$ cat src/rtl/adc_init_sequencer.sv
// Power-up configuration sequencer for the external ADC: waits a power-up delay,
// then writes four 16-bit config words over write-only SPI (mode 0, MSB first).
// Ports: i_clock/i_reset (sync, active-high), i_reinit (resend request, honoured
// only in DONE); o_spi_cs_n/o_spi_sclk/o_spi_mosi SPI link; o_busy, o_adc_init_done status.
module adc_init_sequencer #(
  parameter int          POWERUP_TICKS = 1000,
  parameter int          CLK_DIV       = 4,
  parameter int          CS_GAP        = 8,
  parameter logic [15:0] CFG_WORD0     = 16'h8000,
  parameter logic [15:0] CFG_WORD1     = 16'h0103,
  parameter logic [15:0] CFG_WORD2     = 16'h0210,
  parameter logic [15:0] CFG_WORD3     = 16'h0300
) (
  input  logic i_clock,
  input  logic i_reset,
  input  logic i_reinit,
  output logic o_spi_cs_n,
  output logic o_spi_sclk,
  output logic o_spi_mosi,
  output logic o_busy,
  output logic o_adc_init_done
);

  localparam int MAX_A     = (POWERUP_TICKS > CLK_DIV) ? POWERUP_TICKS : CLK_DIV;
  localparam int MAX_TICKS = (MAX_A > CS_GAP) ? MAX_A : CS_GAP;
  localparam int TICK_W    = $clog2(MAX_TICKS + 1);

  localparam logic [TICK_W-1:0] POWERUP_LAST = TICK_W'(POWERUP_TICKS);
  localparam logic [TICK_W-1:0] HALF_LAST    = TICK_W'(CLK_DIV - 1);
  localparam logic [TICK_W-1:0] GAP_LAST     = TICK_W'(CS_GAP - 1);
  localparam logic [TICK_W-1:0] TICK_ONE     = TICK_W'(1);

  localparam logic [1:0] ST_POWERUP = 2'd0;
  localparam logic [1:0] ST_FRAME   = 2'd1;
  localparam logic [1:0] ST_GAP     = 2'd2;
  localparam logic [1:0] ST_DONE    = 2'd3;

  logic [1:0]        state;
  logic [TICK_W-1:0] tick;
  logic [3:0]        bit_cnt;
  logic [1:0]        word_idx;
  logic [15:0]       cur_word;
  logic [15:0]       next_word;

  function automatic logic [15:0] cfg_word(input logic [1:0] idx);
    case (idx)
      2'd0:    return CFG_WORD0;
      2'd1:    return CFG_WORD1;
      2'd2:    return CFG_WORD2;
      default: return CFG_WORD3;
    endcase
  endfunction

  assign cur_word  = cfg_word(word_idx);
  assign next_word = cfg_word(word_idx + 2'd1);

  // POWERUP counts from 0 on the first released edge, so comparing against
  // POWERUP_TICKS (not -1) lands the cs_n fall exactly on cycle POWERUP_TICKS.
  // In FRAME and GAP the tick is cleared on the entry edge, so the "-1"
  // compares give exactly CLK_DIV / CS_GAP cycles per phase.
  always_ff @(posedge i_clock) begin
    if (i_reset) begin
      state           <= ST_POWERUP;
      tick            <= '0;
      bit_cnt         <= '0;
      word_idx        <= '0;
      o_spi_cs_n      <= 1'b1;
      o_spi_sclk      <= 1'b0;
      o_spi_mosi      <= 1'b0;
      o_busy          <= 1'b0;
      o_adc_init_done <= 1'b0;
    end else begin
      case (state)
        ST_POWERUP: begin
          o_busy <= 1'b1;
          if (tick == POWERUP_LAST) begin
            state      <= ST_FRAME;
            tick       <= '0;
            bit_cnt    <= 4'd15;
            o_spi_cs_n <= 1'b0;
            o_spi_mosi <= cur_word[15];
          end else begin
            tick <= tick + TICK_ONE;
          end
        end

        ST_FRAME: begin
          if (tick == HALF_LAST) begin
            tick <= '0;
            if (!o_spi_sclk) begin
              o_spi_sclk <= 1'b1;
            end else begin
              // Falling edge: either shift out the next bit or close the frame.
              o_spi_sclk <= 1'b0;
              if (bit_cnt == 4'd0) begin
                state      <= ST_GAP;
                o_spi_cs_n <= 1'b1;
                o_spi_mosi <= 1'b0;
              end else begin
                bit_cnt    <= bit_cnt - 4'd1;
                o_spi_mosi <= cur_word[bit_cnt - 4'd1];
              end
            end
          end else begin
            tick <= tick + TICK_ONE;
          end
        end

        ST_GAP: begin
          if (tick == GAP_LAST) begin
            tick <= '0;
            if (word_idx == 2'd3) begin
              state           <= ST_DONE;
              o_busy          <= 1'b0;
              o_adc_init_done <= 1'b1;
            end else begin
              state      <= ST_FRAME;
              word_idx   <= word_idx + 2'd1;
              bit_cnt    <= 4'd15;
              o_spi_cs_n <= 1'b0;
              o_spi_mosi <= next_word[15];
            end
          end else begin
            tick <= tick + TICK_ONE;
          end
        end

        ST_DONE: begin
          // Reinit skips the power-up delay and starts frame 0 on this edge.
          if (i_reinit) begin
            state           <= ST_FRAME;
            tick            <= '0;
            word_idx        <= 2'd0;
            bit_cnt         <= 4'd15;
            o_spi_cs_n      <= 1'b0;
            o_spi_mosi      <= CFG_WORD0[15];
            o_busy          <= 1'b1;
            o_adc_init_done <= 1'b0;
          end
        end

        default: begin
          state <= ST_POWERUP;
          tick  <= '0;
        end
      endcase
    end
  end

endmodule

$ cat config.mk
export PLATFORM = sky130hd
export DESIGN_NAME = adc_init_sequencer
export DESIGN_NICKNAME = d
export VERILOG_FILES = /design/src/rtl/adc_init_sequencer.sv
export SDC_FILE = /design/constraint.sdc
export NUM_CORES = 1
export LEC_CHECK = 0
export CAP_MARGIN = 20
export CORE_ASPECT_RATIO = 0.7
export CORE_MARGIN = 8
export CORE_UTILIZATION = 50
export DETAILED_ROUTE_END_ITERATION = 10
export PLACE_DENSITY = 0.76
export SLEW_MARGIN = 15
export SYNTH_ARGS = -nofsm -noshare
export SYNTH_HDL_FRONTEND = slang
export SYNTH_SLANG_ARGS = --single-unit
$ cat constraint.sdc
create_clock -name i_clock -period 1.89 [get_ports i_clock]
set_input_delay 0.378 -clock i_clock [delete_from_list [all_inputs] [get_ports i_clock]]
set_output_delay 0.378 -clock i_clock [all_outputs]
set_load 0.05 [all_outputs]
* Yosys cells after proc, flatten, opt, wreduce, memory -nomap -nowiden *
Cells that the tools add are included.
Widths: inputs -> output; s select.

cells by class
  $add $sub $neg = 3
  order comparisons = 1
  equal/unequal tests = 20
  muxes and demuxes = 52
  reduce and logical (&&, ||, !) cells = 14

operators with widths
  operator               count
  $pmux 16 s3            2
  $mux 10                4
  $pmux 10 s4            1
  $mux 4                 7
  $mux 1                 20
  $mux 2                 10
  $ne 2x2->1 const B     9
  $pmux 4 s4             1
  $reduce_and 7->1       2
  $reduce_and 4->1       3
  $reduce_and 6->1       2
  $add 10x1->10 const B  1
  $eq 10x10->1 const B   1
  $eq 10x2->1 const B    1
  $eq 10x3->1 const B    1
  $eq 2x2->1 const B     5
  $pmux 1 s4             2
  $pmux 2 s4             1
  $eq 2x1->1 const B     3
  $logic_not 2->1        3
  $lt 4x5->1 const B     1
  $bmux 1 s4             1
  $logic_not 4->1        1
  $pmux 2 s2             1
  7 further kinds        7

storage, ports and cells
  bits in registers = 23
  input bits = 3
  word-level logic and storage cells = 99

* Logic depth before layout (Yosys ltp) *
Gate-level depths: netlist of the first run.

  word-level depth = 8
  depth in mapped cells = 8

* Worst setup path after synthesis of the first run *
Ideal clock, no wire load.

  kind = register -> register
  start point = reg bit_cnt[0]
  end point = reg o_spi_mosi
  arrival time = 1.824 ns
  required time = 1.831 ns
  path slack = 0.007 ns
  stages on the path, launching flop included = 9
  buffers on the path = 1
  clock period less this slack = 1.883 ns
  path through = dfxtp_1 > clkbuf_1 > inv_1 > ha_1 > xnor2_1 > nand4_1 > a2111oi_0 > nand3b_1 > a41o_1

between the ends
  cells in the longest elaborated chain, start to end = 7
  elaborated cells on any way between the ends = 8
  those cells by class = 1 x add/sub; 6 x mux; 1 x reduce/logical

RTL lines
  what                          RTL line  source
  from (decl)                   40        logic [3:0] bit_cnt;
  from (signal assigned)        100       bit_cnt <= bit_cnt - 4'd1;
  $sub 4x1->4                   101       o_spi_mosi <= cur_word[bit_cnt - 4'd1];
  $bmux 1 s4                    101
  $mux 1 (implied by the code)  101
  $mux 1 *                      95        if (bit_cnt == 4'd0) begin
  $mux 1 *                      90        if (!o_spi_sclk) begin
  $mux 1 *                      88        if (tick == HALF_LAST) begin
  $pmux 1 s4 *                  73        case (state)
  to (signal assigned)          81        o_spi_mosi <= cur_word[15];
  to (signal assigned)          101
  to (signal assigned)          121       o_spi_mosi <= next_word[15];
  to (decl)                     19        output logic o_spi_mosi,

Mark *: on every way between the ends. The rest lies on a longest branch, timed or not. The select of a mux whose other input is x is not followed.
A chain may end at the register's enable or synchronous reset.

* Worst setup path in the final report of the first run *
  start point = reg state[0]
  end point = reg tick[9]

between the ends
  cells in the longest elaborated chain, start to end = 2
  elaborated cells on any way between the ends = 6
  those cells by class = 4 x eq/ne; 1 x mux; 1 x reduce/logical

RTL lines
  what                                              RTL line  source
  from (decl)                                       38        logic [1:0] state;
  from (signal assigned)                            63        state <= ST_POWERUP;
  from (signal assigned)                            77        state <= ST_FRAME;
  from (signal assigned)                            96        state <= ST_GAP;
  $eq 2x2->1 (tied with other cells)                73
  $pmux 10 s4 / $ne 2x2->1 (equally long branches)  n/a
  to (signal assigned)                              83        tick <= tick + TICK_ONE;
  to (signal assigned)                              105       tick <= tick + TICK_ONE;
  to (signal assigned)                              124       tick <= tick + TICK_ONE;
  to (decl)                                         39        logic [TICK_W-1:0] tick;

Several ways; a longest one is shown, not always the timed one.

==> run metrics, run 1 <==
outcome finished, final reports clean; R2R cell count 8; syn nets 196; Fin Setup TNS 0 ns; Yosys reg bits 23; max_cap viols 0; die extent in x 81.9 um; Synth top area share 30.3%; r2r startpoint state[0]; clk_lat worst skew 0.27 ns; Reg2Reg Capture Point tick[9]; Placed Area about 0.0018 sq mm; Critical Path Max Stage Delay 0.37 ns; DRT Pass-1 Iters 4; vias in the first global route 1323; Total Power approximately 1300 uW; RSZ-0062 raised after global routing true; final global-route overflow total 0; Worst Setup EP tick[9]; clk slew on worst S/H paths 0.08 ns; GR Layer Usage met3 4.17%; Wirelength per Cell 16.0 um; Max VDD drop approximately 0.46 mV; CP Max Fanout 7; Initial Util 53.5%; # port buffers 7; slowest CP cell dfxtp_4; drt drc 0; M1 GR Usage 20.8%; Least-Margin Pin Slew 0.495 ns; worst setup path startpoint state[0]; HPWL Detailed 2730 um; Via Count 1484; Synth Instances 180; WHS between 0.5 and 0.6 ns; GRT busiest layer met2; Setup-failing EPs final 0; Slew Viols, Final 0; pin count of the biggest net entering global routing 16; clock root buffer clkbuf_8; initial antenna violation count 0; fin area around 0.0020 sq mm; syn_area_per_cell 8.45 sq um; crit start category register; yosys warns 0; CTS H-tree depth 1; GP Congestion 0.929; post-placement cell count 241; met2 GRT Util 21.4%; Routed WL 3970 um; Worst Path Required 2.05 ns; Placeable Area 0.00284 sq mm; worst min path class register to register; # clock sinks 23; Via-to-Cell Ratio between 5 and 6; cts hold-fix bufs 0; commonest non-fill, non-tap cell in the layout buf_4; CTS Buffer Depth 2; final-layout fill cell count 208; fmax 537 MHz; number of I/O pins 8; Final #Nets around 230; share of cells above drive strength 1 28.3%; Layout area overhead 28.6%; Hold Fails Final Rpt 0; first-pass GRT wire length 6110 um; DR iter-0 viols 91; crit-path most repeated cell buf_4; Power Density 663 mW/mm^2; Core Rows 16; CTS buffer count 3; CTS tree done; r2r setup slk 0.03 ns; total track usage 14.6%; Die Area 0.00509 sq mm; Final min period 1.86 ns; Cell Count, Final, Fillers Out 248; Die H 62.2 um; remaining antenna violation count after routing 0; Worst Clk Skew 0.00620 ns; Final Cycle Share 98.5%; Slew HR 66.9%; Unique masters post-synth 46; Syn Std Cell Area roughly 0.0015 sq mm; worst path cell trace buf_4, ha_1, buf_4, nand2b_1, nand4_1, nor3_1, xnor2_1, nor2_1; leading area contributor after synthesis dfxtp_1; sequential share of the synthesized area between 30% and 40%; critical path type register to register; Ant. Diodes 0; most frequent cells in the layout buf_4, dfxtp_1, nor2_1, nand2_1, inv_1; CP arrival roughly 2 ns; leakage 0.000739 uW; crit end category register; Synth area leaders dfxtp_1, ha_1, xnor2_1, nor2_1, a21oi_1
-- power by group --
| group | leakage (uW) | internal, uW | switching [uW] |
|---|---|---|---|
| Clock | 0.0000228 | 151 | 159 |
| Sequential | 0.000189 | 519 | 37.8 |
| Combinational | 0.000527 | 190 | 242 |
-- cell families after synthesis --
| family | count (synthesis) | synth area share [%] |
|---|---|---|
| AOI/OAI and AO/OA | 40 | 18.9 |
| xor gates and xnor gates | 10 | 5.76 |
| adders and majority gates | 13 | 10.7 |
| buffers and inverters | 20 | 5.26 |
| DFF | 23 | 30.3 |
| muxes | 1 | 0.658 |
| and+or+nand+nor | 73 | 28.5 |
-- synth_stat cells (all sizes together) --
cell / instances
a2111oi: 1
a211oi: 2
a21o: 1
a21oi: 11
a311oi: 3
a31oi: 6
a32o: 1
a32oi: 2
a41o: 1
and2: 5
and3: 2
and3b: 2
and4b: 1
buf: 2
clkbuf: 5
dfxtp: 23
ha: 13
inv: 13
mux2i: 1
nand2: 14
nand2b: 2
nand3: 4
nand3b: 3
nand4: 5
nand4b: 3
nor2: 16
nor2b: 3
nor3: 5
nor3b: 3
nor4: 2
nor4b: 1
o2111ai: 2
o211ai: 1
o21ai: 5
o21ba: 1
o311a: 1
o31ai: 1
o41ai: 1
or3b: 1
or4b: 1
xnor2: 7
xor2: 3
-- state kept, by name, indices dropped and copies added (netlist names) --
signal and flops:
o_spi_cs_n 1, o_spi_mosi 1, word_idx 2, o_busy 1
o_spi_sclk 1, bit_cnt 4, o_adc_init_done 1, tick 10
state 2
-- area by class of cell --
type	count	area, sq um	share of cell area [%]
multi-input combinational	137	1070	54.6
sequential	23	473	24.2
timing repair buffer	35	277	14.1
inverter	13	48.8	2.49
clock buffer	4	45.0	2.30
tap	36	45.0	2.30
-- stage by stage --
stage          setup slack (ns)  utilization [%]
2_1_floorplan           0.00659                -
3_3_place_gp             0.0378             62.8
3_5_place_dp            -0.0758             62.8
4_1_cts                0.000894             64.9
5_1_grt                 -0.0866             68.8
6_report                 0.0289             68.8
-- how the worst min path moves through the flow --
stage	from	end	slack, ns	depth (start not counted)
after CTS	tick[0]	tick[0]	0.48	2
after floorplan	tick[1]	tick[1]	0.47	2
after detailed placement	o_adc_init_done	o_adc_init_done	0.49	2
after global routing	tick[0]	tick[0]	0.53	2
final	o_adc_init_done	o_adc_init_done	0.50	2
after global placement	o_adc_init_done	o_adc_init_done	0.48	2
-- critical path, delay by kind of cell (launching register included) --
family                   cells  cell delay (ns)
adder cells (fa/ha/maj)      1             0.22
flip-flops                   1             0.37
XOR/XNOR                     1             0.18
buffers and inverters        2             0.31
AND/OR/NAND/NOR              4             0.67
-- layer usage --
metal,vias up,wire length [um]
met5,-,0
met4,0,48
met3,7,333
met2,62,1760
met1,704,1830
li1,711,-
-- what timing repair did --
item	CTS	global route
gates resized for setup	6	21
pin swaps	1	12
hold endpoints to repair	0	0
cloned	0	0
setup buffers	0	3
setup endpoints to repair	17	19
Note: power is estimated with default switching activity, not from simulation.
==> run 2, diff against run 1 <==
--- a/config.mk
+++ b/config.mk
@@ -5,6 +5,7 @@
 export SDC_FILE = /design/constraint.sdc
 export NUM_CORES = 1
 export LEC_CHECK = 0
+export ABC_AREA = 1
 export CAP_MARGIN = 20
 export CORE_ASPECT_RATIO = 0.7
 export CORE_MARGIN = 8
==> run metrics, run 2 <==
crit end category primary output; Max VDD drop between 0.6 and 0.7 mV; DR iter-0 viols 155; most numerous cell in the Yosys netlist nand2_1; Top reg by flops tick; CP arrival 1.43 ns; number of I/O pins 8; Die H 63.3 um; worst min path class register to register; most frequent cells in the layout nand2_1, inv_1, nor2_1; # clock sinks 23; register area 460 sq um; Yosys reg bits 23; fin area 0.00177 sq mm; Synth Instances around 250; worst setup path startpoint o_spi_mosi; Final Cycle Share 95.9%; Placed Area 0.00173 sq mm; clk_lat worst skew 0.27 ns; RSZ-0062 raised after global routing true; initial antenna violation count 0; Power Density 1010 mW/mm^2; outcome finished, final reports clean; drt drc 0; pin count of the biggest net entering global routing 14; Setup-failing EPs final 0; PostCTS Resize Cnt 0; Post-synth top cells nand2_1, inv_1, nor2_1; slowest CP cell clkdlybuf4s50_1; # port buffers 7; Synth area leaders dfxtp_1, nand2_1, ha_1, inv_1, nand3_1; first-pass GRT wire length 5740 um; Top delay family on crit path buffers and inverters; Critical Path Max Stage Delay between 0.8 and 0.9 ns; clk slew on worst S/H paths 0.09 ns; postcts setup bufs 0; Wirelength per Cell 11.8 um; Syn Std Cell Area 0.00160 sq mm; r2r startpoint state[0]; Unique masters post-synth 26; Synth top area share 28.8%; multi-input logic area 960 sq um; Post-synth EDFFs 0; share of cells above drive strength 1 10.8%; Slew HR 67.0%; clock root buffer clkbuf_8; CTS H-tree depth 1; number of flip-flops under the largest register name 10; ys flop type dfxtp_1; fmax between 500 and 600 MHz; GP Congestion around 0.83; Ant. Diodes 0; min-delay src o_adc_init_done; Hold Fails Final Rpt 0; crit start category register; critical path type register to primary output; CTS tree done; Die Area 0.00530 sq mm; Via Count about 1500; HPWL Detailed 2730 um; die extent in x 83.6 um; Core Rows 17; Worst Path Required 1.51 ns; Worst Clk Skew roughly 0.0068 ns; Initial Util 51.5%; Placeable Area 0.00311 sq mm; final-layout fill cell count 303; fin util a little under three fifths; biggest regs tick (10), bit_cnt (4); CTS buffer count 3; CP Max Fanout 2; syn nets 262; Buffers & Inverters on Critical Path 1; DRT Pass-1 Iters 4; sequential share of the synthesized area 28.8%; Final #Nets 276; vias in the first global route 1281; Layout area overhead 10.9%; Routed WL 3500 um; Post-synth ARST share 0%; total track usage 12.7%; commonest non-fill, non-tap cell in the layout nand2_1; Via-to-Cell Ratio 5.11; Slew Viols, Final 0; remaining antenna violation count after routing 0; Least-Margin Pin Slew 0.494 ns; max_cap viols 0; yosys warns 0; cts hold-fix bufs 0; leading area contributor after synthesis dfxtp_1; leakage 0.000777 uW; CTS Buffer Depth 2; worst path cell trace clkdlybuf4s50_1; final global-route overflow total 0; syn_area_per_cell about 6.5 sq um; Final min period 1.81 ns; WHS 0.452 ns
-- run 2: changes by cell type after synthesis, sizes merged, moves of 5 or more --
| cell | change |
|---|---|
| nor2 | +14 |
| and2 | -5 |
| o21ai | +12 |
| inv | +28 |
| nand3 | +18 |
| a31oi | -6 |
| xnor2 | -6 |
| nand2 | +54 |
-- run 2: area by class of cell --
| type | instances | area share, % |
|---|---|---|
| Multi-Input combinational cell | 178 | 54.1 |
| Timing Repair Buffer | 12 | 5.78 |
| Inverter | 42 | 8.89 |
| Tap cell | 38 | 2.68 |
| Clock buffer | 3 | 2.33 |
| Clock inverter | 1 | 0.282 |
| Sequential cell | 23 | 26.0 |
-- run 2: through the flow --
stage | std cells | setup slack, ns | setup TNS (ns) | total power (uW)
floorplan | 246 | 0.312 | 0 | 1310
global placement | 293 | 0.130 | 0 | 1470
detailed placement | 293 | 0.107 | 0 | 1480
CTS | 297 | 0.0774 | 0 | 1800
global route | 297 | -0.00231 | -0.00284 | 1930
finish | 297 | 0.0772 | 0 | 1800
-- run 2: layer usage --
metal	share of wire (%)	global-route usage, %	routed length (um)
met1	52	17.9	1820
met2	38	17.7	1340
met3	9.3	4.62	324
met4	0.54	2.58	19
met5	0	0	0
-- run 2: worst paths after layout --
kind              slack, ns  depth (start not counted)               to
setup / recovery       0.08                          1       o_spi_mosi
hold / removal         0.45                          2  o_adc_init_done
setup reg to reg       0.18                          9       o_spi_mosi
hold reg to reg        0.45                          2  o_adc_init_done
-- run 2: power by group --
group	internal, uW	total, uW	switching (uW)
Sequential	567	646	78.8
Combinational	286	834	548
Clock	147	316	169
-- run 2: logic make-up (layout without fill, tap and decap cells) --
logic type      Yosys count  count (layout)  share of synthesized area (%)
flops                    23              23                           28.8
fa+ha+maj                13              13                           10.2
simple gates            135             135                           39.7
compound gates           27              27                           8.44
buf+inv                  45              58                           11.3
xor+xnor                  3               3                           1.64
